<file path="src/rtl/regfile_wb_queue.sv">
// Write-back queue: sole writer of the register-file port; MEM/ALU results drained one per cycle in order.
// Latency: a handshake in cycle N drives WE3/A3/WD3 in cycle N+2. Backpressure: readies follow start-of-cycle occupancy, and MEM takes the last slot.
// Optional REGFILE_WB_BYPASS_EN builds the pending-write lookup on ra1/ra2; otherwise hit/fwd are tied to 0.
module regfile_wb_queue #(
    parameter int DEPTH = 4
) (
    input  logic        clk,
    input  logic        rst,
    input  logic        mem_valid,
    input  logic [4:0]  mem_addr,
    input  logic [31:0] mem_data,
    output logic        mem_ready,
    input  logic        alu_valid,
    input  logic [4:0]  alu_addr,
    input  logic [31:0] alu_data,
    output logic        alu_ready,
    output logic [4:0]  A3,
    output logic [31:0] WD3,
    output logic        WE3,
    input  logic [4:0]  ra1,
    input  logic [4:0]  ra2,
    output logic        hit1,
    output logic        hit2,
    output logic [31:0] fwd1,
    output logic [31:0] fwd2,
    output logic        busy
);
    localparam int PW = $clog2(DEPTH);
    localparam int CW = PW + 1;
    localparam logic [CW-1:0] FULL = CW'(DEPTH);
    localparam logic [CW-1:0] LAST = CW'(DEPTH - 1);

    logic [4:0]    addr_q [DEPTH];
    logic [31:0]   data_q [DEPTH];
    logic [PW-1:0] rd_ptr;
    logic [PW-1:0] wr_ptr;
    logic [PW-1:0] alu_slot;
    logic [CW-1:0] count;
    logic          mem_push;
    logic          alu_push;
    logic          pop;

    // Readies see only start-of-cycle occupancy; a same-cycle pop is not credited.
    assign mem_ready = (count < FULL);
    assign alu_ready = (count < LAST) || ((count == LAST) && !mem_valid);

    // Address-0 results complete the handshake but never occupy a slot.
    assign mem_push = mem_valid && mem_ready && (mem_addr != 5'd0);
    assign alu_push = alu_valid && alu_ready && (alu_addr != 5'd0);
    assign pop      = (count != '0);
    assign alu_slot = wr_ptr + PW'(mem_push);
    assign busy     = pop || WE3;

    always_ff @(posedge clk) begin
        if (rst) begin
            rd_ptr <= '0;
            wr_ptr <= '0;
            count  <= '0;
            A3     <= '0;
            WD3    <= '0;
            WE3    <= 1'b0;
        end else begin
            wr_ptr <= wr_ptr + PW'(mem_push) + PW'(alu_push);
            count  <= count + CW'(mem_push) + CW'(alu_push) - CW'(pop);
            WE3    <= pop;
            if (pop) begin
                rd_ptr <= rd_ptr + PW'(1);
                A3     <= addr_q[rd_ptr];
                WD3    <= data_q[rd_ptr];
            end
        end
    end

    // Storage needs no reset: only slots below count are ever read.
    always_ff @(posedge clk) begin
        if (mem_push) begin
            addr_q[wr_ptr] <= mem_addr;
            data_q[wr_ptr] <= mem_data;
        end
        if (alu_push) begin
            addr_q[alu_slot] <= alu_addr;
            data_q[alu_slot] <= alu_data;
        end
    end

`ifdef REGFILE_WB_BYPASS_EN
    // Oldest-to-newest scan so later matches overwrite earlier ones; output register is oldest of all.
    function automatic logic [32:0] lookup(input logic [4:0] ra);
        logic [32:0]   r;
        logic [PW-1:0] idx;
        r = '0;
        if (ra != 5'd0) begin
            if (WE3 && (A3 == ra)) r = {1'b1, WD3};
            for (int i = 0; i < DEPTH; i++) begin
                idx = rd_ptr + PW'(i);
                if ((CW'(i) < count) && (addr_q[idx] == ra)) r = {1'b1, data_q[idx]};
            end
        end
        return r;
    endfunction

    always_comb begin
        {hit1, fwd1} = lookup(ra1);
        {hit2, fwd2} = lookup(ra2);
    end
`else
    logic unused_ra;
    assign unused_ra = ^{ra1, ra2};
    assign hit1 = 1'b0;
    assign hit2 = 1'b0;
    assign fwd1 = '0;
    assign fwd2 = '0;
`endif

endmodule

</file>
<file path="config.mk">
export PLATFORM = sky130hd
export DESIGN_NAME = regfile_wb_queue
export DESIGN_NICKNAME = d
export VERILOG_FILES = /design/src/rtl/regfile_wb_queue.sv
export SDC_FILE = /design/constraint.sdc
export NUM_CORES = 1
export LEC_CHECK = 0
export CAP_MARGIN = 40
export CORE_MARGIN = 3
export CORE_UTILIZATION = 29
export DETAILED_ROUTE_END_ITERATION = 10
export GPL_TIMING_DRIVEN = 1
export SLEW_MARGIN = 25
export SYNTH_ARGS = -nofsm -noshare
export SYNTH_HDL_FRONTEND = slang
export SYNTH_SLANG_ARGS = --single-unit
</file>
<file path="constraint.sdc">
create_clock -name clk -period 5.11 [get_ports clk]
set_clock_uncertainty 0.2 [all_clocks]
set_input_delay 1.022 -clock clk [delete_from_list [all_inputs] [get_ports clk]]
set_output_delay 1.022 -clock clk [all_outputs]
set_load 0.01 [all_outputs]
</file>
==> flow_summary.toml, run 1 <==
[outcome]
status = "complete, no violations"

[clock_tree]
cts_tree = "built"
post_cts_buffers = 0
cts_made_buffers = 17
htree_levels = 4
cts_resized = 0
clk_pin_slew_ns = 0.07
root_buffer = "clkbuf_16"
clock-sinks = 193
cts_hold_buffers = 0
clk_path_buf_depth = 2
insertion_delay_ns = 0.44

[die]
dieArea_sq_um = 35920
initial_core_util_pct = 29.72
core_area_sq_um = 32870
die_h_um = 189.5
die_x_um = 189.5
ios = 195
rows = 66

[logic_synthesis]
synth_edf_count = 148
post_synth_num_cell_types = 34
ys_async_sr_fraction_pct = 0
synth_area_sq_um = 9767
ys_ff_latch = 193
ys_top_cells_by_area = "edfxtp_1 46%, mux2_4 11%, dfxtp_1 9.2%"
ys_seq_area_share_pct = 54.73
netlist_instances = 645
yosysTopAreaCell = "edfxtp_1"
synth.avg_cell_area_sq_um = 15.14
synth-main-ff-cell = "edfxtp_1"
synth_warnings = 0
synth_top_area_share_pct = 45.50

[critical_path]
end_kind = "flop"
cp-start-kind = "primary input"
cp_num_buf_inv = 2
cp_top_family = "buffers and inverters"
crit_fanout = 19
max_stage_delay_ns = 0.51
critPathRequiredTime_ns = 5.09
cp_slowest_cell = "clkdlybuf4s50_1"
worstSetupPathType = "in2reg"
arrival_ns = 4.11
path_cells = "clkdlybuf4s50_1, or3_1, o311a_1, ha_1, xor2_1, nand2_1, nor3_4, buf_4, mux2_2"

[cells_and_area]
layoutNonFillerInstCount = 1222
final_nets = 861
n_fill_cell = 3181
n_antenna_cell = 0
fin_area_sq_um = 11830
layout-drive-gt1-share_pct = 32.05
syn2layout_area_growth_pct = 21.16

[placed_design]
dp.cells = 1190
port_buffers = 118
place_congestion = 0.6920
place_hpwl_um = 14600
placedInstanceArea_sq_um = 11220

[detailed_routing]
first_pass_iters = 4
drt_drc_violations_left = 0
drt_iter0_drc = 347
via_per_inst = 4.399
postRouteAntennaNets = 0
avgRoutedWirePerCell_um = 18.37
num_vias = 5376
wirelength_um = 22450

[sta]
tightest_slew_ns = 0.6409
fmax_mhz = 242.5
slew_headroom_pct = 57.27
setup_viol = 0
finalCriticalPeriod_ns = 4.124
finalHoldViolations = 0
fin_crit_sh_pct = 80.71
setup_tns_ns = 0
whs_ns = 0.2511
slew_viol_final = 0
rsz0062_at_grt = "no"

[min_path]
min_path_type = "reg2reg"

[power_and_ir_drop]
fin_total_pwr_mw = 6.836
vdd_drop_max_mv = 0.2696
p_per_area_nw_per_um2 = 577.6
leakage_nw = 4.178

[global_routing]
grt_pass1_wl_um = 34300
grt_pass1_vias = 5586
antenna_found_initial = 0
track_usage_pct = 12.79
grt_overflow_total = 0
grt_start_max_net_pins = 46

[run]
maxCapViolCount = 0
## per-layer routing
metal  vias up  track usage, %  wire (um)
met3        16           3.036       1231
met5         -               0          0
li1       2510               -          -
met4         0           3.213        263
met1      2677           16.15       9481
met2       173           22.13      11470
## cell usage after synthesis, drive strengths merged, types with 3 or more instances
cell type and n:
a31o 4, xnor2 3, inv 11, nor3 3
mux4 37, mux2 148, buf 86, dfxtp 45
nor2 8, ha 4, nand2 77, edfxtp 148
a21oi 37, clkbuf 17
## kinds of logic (layout without fill, tap and decap cells)
family	after synthesis	after routing	share of synthesized area, %
adder cells (fa/ha/maj)	6	6	0.9224
AND/OR/NAND/NOR	97	97	4.548
other	1	66	0.03840
multiplexers	185	185	28.44
buffers and inverters	114	184	8.340
flip-flops	193	193	54.73
XOR/XNOR	5	5	0.4485
AO/OA/AOI/OAI	44	44	2.537
## per-stage QoR
step / setup WS (ns) / utilization (%)
after CTS: 0.9629 / 36.01
final: 0.9857 / 36.01
after floorplan: 1.088 / -
after detailed placement: 0.5015 / 34.13
after global placement: 0.5203 / 33.95
after global routing: 0.7831 / 36.01
## cell type report
class                      instances  area, sq um  area share, %
sequential                       193         5350          45.21
multi-input combinational        403         3869          32.69
timing repair buffer             141         1404          11.86
tap                              442        553.0          4.673
clock buffer                      20        436.7          3.690
clock inverter                    12        180.2          1.523
inverter                          11        41.29         0.3489
## worst paths after layout
path,slack [ns],cells past startpoint,from,to
setup / recovery,0.99,9,mem_addr[4],data_q[3][26]$_DFFE_PP_
hold / removal,0.25,2,WD3[3]$_SDFFE_PP0N_,WD3[3]$_SDFFE_PP0N_
setup reg to reg,2.12,8,count[2]$_SDFF_PP0_,data_q[3][26]$_DFFE_PP_
hold reg to reg,0.25,2,WD3[3]$_SDFFE_PP0N_,WD3[3]$_SDFFE_PP0N_
## report_power, final
part           total [mW]  switching [mW]  internal, mW
Sequential           2.63           0.237          2.39
Combinational        2.77            1.39          1.39
Clock                1.43           0.608         0.825
## flip-flops by register name, summed over array words and instances, names as in the netlist
signal and cells:
WD3 32, count 3, data_q 128, wr_ptr 2, A3 5, rd_ptr 2
WE3 1, addr_q 20
## cell usage in the layout (no fill, tap or decap), drive strengths merged, types with 2 or more instances in the layout
cell / n
a21oi: 37
a31o: 4
buf: 24
bufinv: 4
clkbuf: 20
clkdlybuf4s50: 117
clkinv: 3
conb: 66
dfxtp: 45
edfxtp: 148
fa: 2
ha: 4
inv: 15
mux2: 148
mux4: 37
nand2: 77
nand2b: 2
nor2: 8
nor2b: 2
nor3: 3
nor4: 2
xnor2: 3
xor2: 2
## worst min-delay path, cell delays in order, from the launching register on
cell and delay (ns):
dfxtp_1 0.31, nand2_1 0.05, a21oi_1 0.05
Note: power is estimated with default switching activity, not from simulation.
==> inputs of run 2 (changes only) <==
- clock period: 5.11 -> 3.4 ns (I/O delays scaled with it)
==> run 2 against run 1 <==
Flip-flop and latch count stayed put; combinational power increased by 65%; sequential power is 51% higher; via count up 1.8%; largest power group unchanged; design area grew 4.5%.
==> flow_summary.toml, run 2 (synthesis results as in run 1) <==
[cells_and_area]
fin_util_pct = 37.64
final_cell_mix = "148 x edfxtp_1, 117 x clkdlybuf4s50_1, 77 x nand2_1, 74 x mux2_4, 72 x mux2_2"
largest_register_ffs = 128
n_fill_cell = 3104
top_regs = "data_q (128), WD3 (32), addr_q (20)"
final_common_cell = "edfxtp_1"
final_nets = 891
n_antenna_cell = 0
syn2layout_area_growth_pct = 26.67
layout-drive-gt1-share_pct = 35.06
top_register = "data_q"

[sta]
slew_viol_final = 0
fmax_mhz = 305.7
tightest_slew_ns = 0.5464
finalHoldViolations = 0
fin_crit_sh_pct = 96.21
finalCriticalPeriod_ns = 3.271
slew_headroom_pct = 63.57
setup_tns_ns = 0
rsz0062_at_grt = "no"
setup_viol = 0

[power_and_ir_drop]
p_per_area_nw_per_um2 = 865.1
vdd_drop_max_mv = 0.4324
leakage_nw = 4.410

[clock_tree]
clk_path_buf_depth = 2
htree_levels = 4
root_buffer = "clkbuf_16"
cts_hold_buffers = 0
cts_made_buffers = 17
clk_pin_slew_ns = 0.07
insertion_delay_ns = 0.44
clock-sinks = 193
cts_tree = "built"

[die]
ios = 195
initial_core_util_pct = 29.72
die_x_um = 189.5
dieArea_sq_um = 35920
core_area_sq_um = 32870
die_h_um = 189.5
rows = 66

[detailed_routing]
via_per_inst = 4.371
avgRoutedWirePerCell_um = 18.09
postRouteAntennaNets = 0
drt_iter0_drc = 203
drt_drc_violations_left = 0
wirelength_um = 22650
first_pass_iters = 4
num_vias = 5473

[critical_path]
max_stage_delay_ns = 0.41
r2r_cells = 8
arrival_ns = 3.26
crit_fanout = 7
cp-start-kind = "primary input"
path_cells = "clkdlybuf4s50_1, or3_1, o311a_1, ha_2, xor2_2, buf_4, nor4_4, buf_4, buf_4, mux2_4"
critPathRequiredTime_ns = 3.39
end_kind = "flop"
r2r_slack_ns = 0.70
r2r-start = "count[2]$_SDFF_PP0_"
cp_slowest_cell = "clkdlybuf4s50_1"
worstSetupPathType = "in2reg"
timing.rr.end = "data_q[2][17]$_DFFE_PP_"
cp_common_cell = "buf_4"

[run]
maxCapViolCount = 0

[global_routing]
track_usage_pct = 12.81
grt_pass1_vias = 5793
antenna_found_initial = 1
grt_pass1_wl_um = 34160
grt_overflow_total = 0
grt_start_max_net_pins = 40

[outcome]
status = "complete, no violations"

[min_path]
hold_depth = 2
min_path_type = "reg2reg"
whs_endpoint = "WD3[5]$_SDFFE_PP0N_"
hp-start = "WD3[5]$_SDFFE_PP0N_"

[placed_design]
place_congestion = 0.7076
place_hpwl_um = 15430
port_buffers = 118
-- run 2: where the power goes --
group | internal [mW] | switching (mW) | leakage [nW]
combinational | 2.42 | 2.15 | 2.36
sequential | 3.59 | 0.366 | 1.74
clock | 1.28 | 0.900 | 0.302
-- run 2: area by class of cell --
class                      instances  area [sq um]  area share (%)
clock buffer                      21         460.4           3.722
clock inverter                    11         173.9           1.406
inverter                          11         41.29          0.3337
multi-input combinational        403          3904           31.55
sequential                       193          5350           43.24
tap                              442         553.0           4.470
timing repair buffer             171          1889           15.27
-- run 2: worst max-delay path: cells and delay by family --
kind            cells  cell delay (ns)
mux                 1             0.30
compound gates      1             0.35
buf+inv             4             0.99
simple gates        2             0.54
fa+ha+maj           1             0.23
xor+xnor            1             0.17
-- run 2: timing repair --
| action | 4_1_cts | 5_1_grt |
|---|---|---|
| endpoints found under the setup margin | 0 | 8 |
| buffers inserted | 0 | 0 |
| gates resized for setup | 0 | 1 |
-- run 2: stage by stage --
| step | area (sq um) | std cells | hold WS [ns] | worst slack (ns) | power, mW |
|---|---|---|---|---|---|
| final | 12370 | 1252 | 0.2492 | 0.1290 | 10.70 |
| after global routing | 12370 | 1252 | 0.2771 | 0.06202 | 11.35 |
| after floorplan | 10040 | 710 | 0.2761 | -0.2024 | 6.733 |
| after CTS | 12370 | 1252 | 0.2543 | 0.08343 | 10.92 |
| after global placement | 11660 | 1217 | 0.2421 | -0.3961 | 8.608 |
| after detailed placement | 11740 | 1220 | 0.2445 | -0.3866 | 8.707 |
-- run 2: routing by layer --
layer | track usage [%] | wire, um | vias up
met5 | 0 | 9 | -
met4 | 3.270 | 269 | 2
met3 | 3.055 | 1060 | 23
met2 | 23.24 | 11820 | 153
met1 | 15.23 | 9486 | 2723
li1 | - | - | 2572
-- run 2: worst max-delay path by stage --
stage | slack, ns | end | depth (start not counted) | start
floorplan | -0.20 | addr_q[0][0]$_DFFE_PP_ | 7 | mem_addr[4]
detailed placement | -0.39 | data_q[1][26]$_DFFE_PP_ | 9 | mem_addr[4]
global placement | -0.40 | data_q[1][27]$_DFFE_PP_ | 9 | mem_addr[4]
CTS | 0.08 | data_q[1][18]$_DFFE_PP_ | 9 | mem_addr[4]
finish | 0.13 | data_q[0][27]$_DFFE_PP_ | 10 | mem_addr[4]
global route | 0.06 | data_q[1][17]$_DFFE_PP_ | 9 | mem_addr[4]
==> inputs of run 3 (changes only) <==
- SKIP_LAST_GASP: default -> 1
==> results of run 3 <==
The final DEF is identical to that of run 2; final timing and power are the same.
